[src/rtl/a2d_pkg.sv]
// Shared constants and helpers for the SPI A2D converter model.
// Channel numbers, frame geometry and the command-word channel decode.
package a2d_pkg;

    localparam logic [2:0] CH_BATT   = 3'd0;
    localparam logic [2:0] CH_CURR   = 3'd1;
    localparam logic [2:0] CH_BRAKE  = 3'd3;
    localparam logic [2:0] CH_TORQUE = 3'd4;

    localparam int FRAME_BITS  = 16;
    localparam int CHNL_MSB    = 13;
    localparam int CHNL_LSB    = 11;
    localparam int RES_BITS    = 12;
    localparam int CNT_W       = 5;
    localparam int SYNC_STAGES = 2;

    localparam logic [CNT_W-1:0] FULL_CNT = CNT_W'(FRAME_BITS);

    typedef struct packed {
        logic [RES_BITS-1:0] batt;
        logic [RES_BITS-1:0] curr;
        logic [RES_BITS-1:0] brake;
        logic [RES_BITS-1:0] torque;
    } analog_t;

    // Only the channel field of a command word carries meaning.
    function automatic logic [2:0] cmd_chnl(input logic [FRAME_BITS-1:0] cmd);
        return cmd[CHNL_MSB:CHNL_LSB];
    endfunction

endpackage

[src/rtl/spi_slave_frame.sv]
// SPI mode-0 slave framer: input synchronisers, edge detect, rx/tx shifters
// and a saturating bit counter. Flags a complete 16-bit frame on SS_n rise.
module spi_slave_frame
    import a2d_pkg::*;
(
    input  logic                  clk,
    input  logic                  rst_n,
    input  logic                  ss_n,
    input  logic                  sclk,
    input  logic                  mosi,
    input  logic [FRAME_BITS-1:0] tx_load,
    output logic                  miso,
    output logic                  frame_done,
    output logic [FRAME_BITS-1:0] rx_word
);

    logic [2:0]             ss_sync;
    logic [2:0]             sclk_sync;
    logic [1:0]             mosi_sync;
    logic [SYNC_STAGES:0]   vld_pipe;
    logic                   settled;
    logic                   ss_fall, ss_rise, sclk_rise, sclk_fall;
    logic                   in_frame;
    logic [CNT_W-1:0]       bit_cnt;
    logic [FRAME_BITS-1:0]  rx_sr;
    logic [FRAME_BITS-1:0]  tx_sr;

    always_ff @(posedge clk) begin
        if (!rst_n) begin
            ss_sync   <= 3'b111;
            sclk_sync <= 3'b111;
            mosi_sync <= 2'b00;
            vld_pipe  <= '0;
        end else begin
            ss_sync   <= {ss_sync[1:0], ss_n};
            sclk_sync <= {sclk_sync[1:0], sclk};
            mosi_sync <= {mosi_sync[0], mosi};
            vld_pipe  <= {vld_pipe[SYNC_STAGES-1:0], 1'b1};
        end
    end

    // Edges are trusted only once the sync chain holds real samples again,
    // so a reset while SS_n is low cannot fake an SS_n fall mid-frame.
    assign settled   = vld_pipe[SYNC_STAGES];
    assign ss_fall   = settled & ~ss_sync[1] &  ss_sync[2];
    assign ss_rise   = settled &  ss_sync[1] & ~ss_sync[2];
    assign sclk_rise = settled &  sclk_sync[1] & ~sclk_sync[2];
    assign sclk_fall = settled & ~sclk_sync[1] &  sclk_sync[2];

    always_ff @(posedge clk) begin
        if (!rst_n) begin
            in_frame <= 1'b0;
            bit_cnt  <= '0;
            rx_sr    <= '0;
            tx_sr    <= '0;
        end else if (ss_fall) begin
            in_frame <= 1'b1;
            bit_cnt  <= '0;
            tx_sr    <= tx_load;
        end else if (ss_rise) begin
            in_frame <= 1'b0;
        end else if (in_frame) begin
            if (sclk_rise && bit_cnt != FULL_CNT) begin
                rx_sr   <= {rx_sr[FRAME_BITS-2:0], mosi_sync[1]};
                bit_cnt <= bit_cnt + 1'b1;
            end
            if (sclk_fall)
                tx_sr <= {tx_sr[FRAME_BITS-2:0], 1'b0};
        end
    end

    assign frame_done = ss_rise & in_frame & (bit_cnt == FULL_CNT);
    assign rx_word    = rx_sr;
    assign miso       = in_frame & tx_sr[FRAME_BITS-1];

endmodule

[config.mk]
export PLATFORM = sky130hd
export DESIGN_NAME = spi_slave_frame
export DESIGN_NICKNAME = d
export VERILOG_FILES = /design/src/rtl/a2d_pkg.sv /design/src/rtl/spi_slave_frame.sv
export SDC_FILE = /design/constraint.sdc
export NUM_CORES = 1
export LEC_CHECK = 0
export CORE_UTILIZATION = 50
export CTS_CLUSTER_SIZE = 8
export DETAILED_ROUTE_END_ITERATION = 12
export GPL_TIMING_DRIVEN = 0
export PLACE_DENSITY = 0.78
export SYNTH_ARGS = -nofsm -noshare
export SYNTH_HDL_FRONTEND = slang
export SYNTH_SLANG_ARGS = --single-unit
[constraint.sdc]
create_clock -name clk -period 2.38 [get_ports clk]
set_input_delay 0.476 -clock clk [delete_from_list [all_inputs] [get_ports clk]]
set_output_delay 0.476 -clock clk [all_outputs]
set_load 0.01 [all_outputs]
==> key figures, run 1 <==
Status
  – Status: complete, no violations

Placement
  – DP Wirelength: 2400 um
  – Post-Place Cells: 277
  – GP Congestion: 0.721
  – I/O Buffers: 38

CTS
  – H-Tree Depth: 2
  – TritonCTS clock tree: done
  – Root buffer cell: clkbuf_8
  – Post-CTS Setup Bufs: 0
  – CTS sink count: 49
  – Clk Latency, worst-skew pair: 290 ps
  – Clock Tree Buf Depth: 2
  – CTS buffer count: 5
  – Clk pin slew, worst setup/hold paths: 90 ps

Power and ir drop
  – Cell Pwr Density: 597 nW/um2
  – LEAKAGE: 1.05 nW
  – Worst VDD drop: 0.430 mV

Global routing
  – Vias in the first global route: 1377
  – First-pass GRT wire length: 5850 um
  – Gr usage total: 17.8%
  – Overflow after GRT: 0
  – Largest net degree at the start of global routing: 16
  – Initial antenna violation count: 0

Synthesis
  – Syn Area/Cell: 10.4 um2
  – Yosys reg bits: 49
  – Post-Syn Instances: 191
  – Post-synthesis mux area share: 16.2%
  – Synthesis warning total: 0
  – Largest family of logic cells by synthesized area: simple AND/OR/NAND/NOR gates
  – Post-synth EDFFs: 0
  – Post-synth cell types: 29
  – Seq/Total Area, Yosys: 49.5%
  – Simple-Gate Fraction of Synth Area: 16.5%
  – Synth Area in Compound Gates: 10.5%
  – Post-synthesis xor/xnor area fraction: 1.33%
  – Most used DFF post-synth: dfxtp_1
  – Syn_nets: 214
  – Synth Area in Adders: 1.26%
  – Ys async rst share: 0%
  – Mapped Area: 1980 um2

Critical path
  – Crit path DAT: 2450 ps
  – FF-to-FF Start: bit_cnt[0]$_SDFFE_PP0P_
  – Critical Path Source Type: flip-flop
  – Worst reg2reg path depth: 8
  – Worst R2R End: rx_word[11]$_SDFFE_PN0P_
  – Setup slack, reg-to-reg: 150 ps
  – Critical path capture point type: flip-flop
  – CP Class: flip-flop to flip-flop
  – Worst Path Required: 2600 ps
  – Crit Path Max Fanout: 10

Layout
  – Multi-input gate area: 908 um2
  – Fill count: 333
  – Final cell count without fillers: 285
  – Storage cell area: 981 um2
  – Share of cells above drive strength 1: 5.91%
  – # diodes: 0
  – Area Overhead vs Synth: 28.2%
  – Post-layout net count: 259

Detailed routing
  – Vias: 1399
  – Routed Antenna Nets: 0
  – Routed wire length per instance: 11.8 um
  – Pre-antenna DRT Iters: 4
  – DR iter-0 viols: 64
  – Residual DRC count: 0
  – Vias per cell: 4.91
  – Final WL: 3370 um

STA
  – RSZ-0062 raised after global routing: no
  – Slew headroom: 62.8%
  – Worst slew pin tran: 552 ps
  – Final Max Tran Viols: 0
  – Setup Viol. Count Final: 0
  – Setup Skew: 5.88 ps
  – TNS Setup: 0 ps
  – Achievable clock frequency: 448 MHz
  – Part of the cycle the worst path needs: 93.7%
  – Fin. Hold Viols: 0
  – Fin crit period: 2230 ps

Worst hold path
  – Hold path depth: 1
  – Hold endpoint: sclk_sync[1]$_SDFF_PN1_
  – Hold Path Class: flip-flop to flip-flop
  – Hold Startpoint: sclk_sync[0]$_SDFF_PN1_

Floorplan
  – Core ar.: 3740 um2
  – Ports: 39
  – Die area: 4220 um2
  – Die height: 65.0 um
  – Initial Util: 52.9%
  – FP Rows: 22
  – Die Wd: 65.0 um

Job
  – Maxcap violations: 0
## final cells by class
cell class,instances,area share (%)
well taps,48,2.36
repair buffers,38,14.9
plain buffers,12,3.05
clock buffers,6,3.25
multi-input cells,126,35.7
flip-flops and latches,49,38.6
clock inverters,2,1.48
inverters,4,0.591
## placed cells by master, fill, tap and decap left out, types with 2 or more instances in the layout
cell type	synthesis	layout
a21oi_1	2	2
nand2_1	36	36
clkbuf_8	0	6
nand2b_1	6	6
xnor2_1	3	3
nor4_1	2	2
mux2i_1	32	32
inv_1	4	4
ha_1	2	2
nand3b_1	2	2
buf_6	2	2
o21ai_0	5	5
clkdlybuf4s50_1	0	37
and2_1	6	6
o211a_1	15	15
clkbuf_1	8	8
nor2_1	4	4
dfxtp_1	49	49
## layer usage
layer	up-vias	GRT usage, %	routed length (um)
li1	743	-	-
met1	631	23.1	1650
met2	23	28.1	1550
met3	2	4.23	145
met4	0	7.50	27
met5	-	0	0
## Yosys cell counts (all sizes together), types with 3 or more instances
cell type / count / share of area [%]
nand2b: 6 / 1.9
nand2: 36 / 6.8
nor2: 4 / 0.76
mux2i: 32 / 16
xnor2: 3 / 1.3
and2: 6 / 1.9
o211a: 15 / 7.6
o21ai: 5 / 1.3
dfxtp: 49 / 49
inv: 4 / 0.76
buf: 4 / 2.4
a21oi: 3 / 1.3
clkbuf: 8 / 1.5
## power breakdown
group          internal [mW]  switching, mW  total (mW)
clock                  0.341          0.259       0.601
combinational         0.0479         0.0327      0.0806
sequential             0.831        0.00602       0.837
total                   1.22          0.298        1.52
## critical path, stage by stage (launching register included)
cell	delay, ps
dfxtp_1	370
inv_1	80
ha_1	190
and4bb_1	190
or4_4	510
buf_6	150
a21oi_4	300
buf_12	190
mux2i_1	190
## state kept, by name, indices dropped and copies added (netlist names)
signal     flops
bit_cnt        5
in_frame       1
mosi_sync      2
rx_word       16
sclk_sync      3
ss_sync        3
tx_sr         16
vld_pipe       3
## through the flow
| stage | setup slack (ps) | area, um2 | util (%) | power [mW] | hold slack [ps] |
|---|---|---|---|---|---|
| global route | 44.0 | 2540 | 67.9 | 1.58 | 435 |
| detailed placement | 123 | 2420 | 64.7 | 0.937 | 392 |
| floorplan | 321 | 1980 | - | 0.894 | 386 |
| global placement | 167 | 2420 | 64.7 | 0.936 | 388 |
| CTS | 121 | 2540 | 67.9 | 1.54 | 420 |
| finish | 149 | 2540 | 67.9 | 1.52 | 416 |
## cells by family after synthesis
kind of cell	count (synthesis)
simple gates	65
buf+inv	16
flops	49
fa+ha+maj	2
xor+xnor	3
mux	32
compound gates	24
## repair_timing
action,4_1_cts,5_1_grt
gates resized for setup,1,0
hold buffers,0,0
endpoints found under the setup margin,1,0
## worst max-delay path by stage
| stage | startpoint | endpoint | slack [ps] | cells after the start |
|---|---|---|---|---|
| after floorplan | bit_cnt[0]$_SDFFE_PP0P_ | rx_word[5]$_SDFFE_PN0P_ | 320 | 8 |
| after global routing | bit_cnt[0]$_SDFFE_PP0P_ | rx_word[11]$_SDFFE_PN0P_ | 40 | 8 |
| final | bit_cnt[0]$_SDFFE_PP0P_ | rx_word[11]$_SDFFE_PN0P_ | 150 | 8 |
| after CTS | bit_cnt[0]$_SDFFE_PP0P_ | rx_word[11]$_SDFFE_PN0P_ | 120 | 8 |
| after global placement | bit_cnt[0]$_SDFFE_PP0P_ | rx_word[6]$_SDFFE_PN0P_ | 170 | 8 |
| after detailed placement | bit_cnt[0]$_SDFFE_PP0P_ | rx_word[11]$_SDFFE_PN0P_ | 120 | 8 |
(Power assumes the default switching activity.)
==> run 2: changes to the inputs <==
==> constraint.sdc (replaced) <==
create_clock -name clk -period 2.3 [get_ports clk]
set_input_delay 0.46 -clock clk [delete_from_list [all_inputs] [get_ports clk]]
set_output_delay 0.46 -clock clk [all_outputs]
set_load 0.01 [all_outputs]
==> key figures, run 2 (same netlist as run 1, synthesis figures left out) <==
Power and ir drop
  – Worst VDD drop: 0.446 mV
  – Internal: 1.26 mW
  – LEAKAGE: 1.06 nW
  – Cell Pwr Density: 615 nW/um2
  – Switching Fraction: 19.8%
  – Flop pwr share: 55.0%
  – NetSw: 312 uW
  – Clock Power Share: 39.7%
  – Logic gate share of total power: 5.3%

Detailed routing
  – Final WL: 3390 um
  – Vias: 1414
  – Routed Antenna Nets: 0
  – Vias per cell: 4.94
  – DR iter-0 viols: 61
  – Routed wire length per instance: 11.8 um
  – Residual DRC count: 0
  – Pre-antenna DRT Iters: 4

STA
  – RSZ-0062 raised after global routing: no
  – Setup Skew: 6.88 ps
  – Setup Viol. Count Final: 0
  – Fin crit period: 2120 ps
  – Hold_ws: 417 ps
  – Worst slew pin tran: 557 ps
  – Part of the cycle the worst path needs: 92.0%
  – Fin. Hold Viols: 0
  – Final Max Tran Viols: 0
  – Slew headroom: 62.5%
  – TNS Setup: 0 ps
  – Achievable clock frequency: 472 MHz

Placement
  – DP Wirelength: 2400 um
  – Placed cell areas: 2420 um2
  – I/O Buffers: 38
  – GP Congestion: 0.721

Global routing
  – Overflow after GRT: 0
  – Initial antenna violation count: 0
  – Gr usage total: 17.8%
  – Vias in the first global route: 1377
  – First-pass GRT wire length: 5850 um
  – Largest net degree at the start of global routing: 16

Critical path
  – Slowest CP cell: or4_4
  – Largest stage delay on the critical path: 510 ps
  – Top Family by Delay on Critical Path: simple AND/OR/NAND/NOR gates
  – Crit path cell chain: inv_1 > ha_1 > and4bb_1 > or4_4 > buf_6 > a21oi_4 > buf_12 > mux2i_1
  – FF-to-FF Start: bit_cnt[0]$_SDFFE_PP0P_
  – WP buf/inv: 3
  – Critical Path Source Type: flip-flop
  – Worst reg2reg path depth: 8
  – Critical path capture point type: flip-flop
  – Worst Path Required: 2530 ps
  – Setup slack, reg-to-reg: 180 ps
  – Crit path DAT: 2340 ps
  – Worst R2R End: rx_word[11]$_SDFFE_PN0P_
  – Crit Path Max Fanout: 10
  – CP Class: flip-flop to flip-flop

Floorplan
  – Die area: 4220 um2
  – Die height: 65.0 um
  – Ports: 39
  – Core ar.: 3740 um2
  – Die Wd: 65.0 um
  – Initial Util: 52.9%
  – FP Rows: 22

CTS
  – Root buffer cell: clkbuf_8
  – CTS buffer count: 5
  – CTS sink count: 49
  – TritonCTS clock tree: done
  – Clk pin slew, worst setup/hold paths: 90 ps
  – H-Tree Depth: 2
  – Clk Latency, worst-skew pair: 290 ps
  – Clock Tree Buf Depth: 2

Layout
  – Fin area: 2560 um2
  – Storage cell area: 981 um2
  – Area Overhead vs Synth: 29.2%
  – # diodes: 0
  – Commonest non-fill, non-tap cell in the layout: dfxtp_1
  – Fill count: 330
  – Post-layout net count: 260
  – Multi-input gate area: 908 um2
  – Most frequent cells in the layout: dfxtp_1 (49), clkdlybuf4s50_1 (37), nand2_1 (36), mux2i_1 (32), o211a_1 (15)
  – Share of cells above drive strength 1: 6.30%

Worst hold path
  – Hold path depth: 1
  – Hold endpoint: sclk_sync[1]$_SDFF_PN1_
  – Hold Path Class: flip-flop to flip-flop
  – Hold Startpoint: sclk_sync[0]$_SDFF_PN1_

Status
  – Status: complete, no violations

Job
  – Maxcap violations: 0
run 2: changes by cell type in the layout (fill, tap and decap cells not counted), sizes merged:
| cell | before | now |
|---|---|---|
| buf | 4 | 5 |
run 2: per-stage QoR:
| stage | instances | power (mW) | worst slack (ps) | utilization [%] |
|---|---|---|---|---|
| after CTS | 285 | 1.59 | 40.6 | 67.9 |
| after detailed placement | 277 | 0.970 | 43.4 | 64.7 |
| after global routing | 286 | 1.63 | 89.6 | 68.4 |
| final | 286 | 1.57 | 183 | 68.4 |
| after floorplan | 191 | 0.925 | 241 | - |
| after global placement | 277 | 0.969 | 87.0 | 64.7 |
run 2: how the worst max path moves through the flow:
stage | slack (ps) | start | end | cells after the start
final | 180 | bit_cnt[0]$_SDFFE_PP0P_ | rx_word[11]$_SDFFE_PN0P_ | 8
after global routing | 90 | bit_cnt[0]$_SDFFE_PP0P_ | rx_word[11]$_SDFFE_PN0P_ | 8
after CTS | 40 | bit_cnt[0]$_SDFFE_PP0P_ | rx_word[11]$_SDFFE_PN0P_ | 8
after detailed placement | 40 | bit_cnt[0]$_SDFFE_PP0P_ | rx_word[11]$_SDFFE_PN0P_ | 8
after global placement | 90 | bit_cnt[0]$_SDFFE_PP0P_ | rx_word[6]$_SDFFE_PN0P_ | 8
after floorplan | 240 | bit_cnt[0]$_SDFFE_PP0P_ | rx_word[5]$_SDFFE_PN0P_ | 8
run 2: cell type report:
type,instances,share of cell area [%]
clock buffers,6,3.22
multi-input cells,126,35.5
plain buffers,12,3.03
clock inverters,2,1.47
well taps,48,2.34
inverters,4,0.586
flip-flops and latches,49,38.3
repair buffers,39,15.6
run 2: timing repair:
| item | 4_1_cts | 5_1_grt |
|---|---|---|
| resized for setup | 1 | 0 |
| setup endpoints to repair | 1 | 8 |
| endpoints found under the hold margin | 0 | 0 |
| pin swaps | 0 | 0 |
| hold buffers | 0 | 0 |
| setup buffers | 0 | 1 |
run 2: per-layer routing:
layer / vias up / part of all wire, % / global-route usage [%]
met4: 0 / 1.5 / 7.50
met5: - / 0 / 0
met1: 641 / 49 / 23.1
li1: 747 / - / -
met3: 5 / 4.2 / 4.23
met2: 21 / 45 / 28.1
run 2: power by group through the flow:
stage	clock, mW	combinational (mW)	sequential (mW)
2_1_floorplan	0	0.0408	0.884
3_3_place_gp	0	0.0835	0.885
3_5_place_dp	0	0.0841	0.886
4_1_cts	0.639	0.0848	0.866
5_1_grt	0.671	0.0915	0.868
6_report	0.625	0.0834	0.866
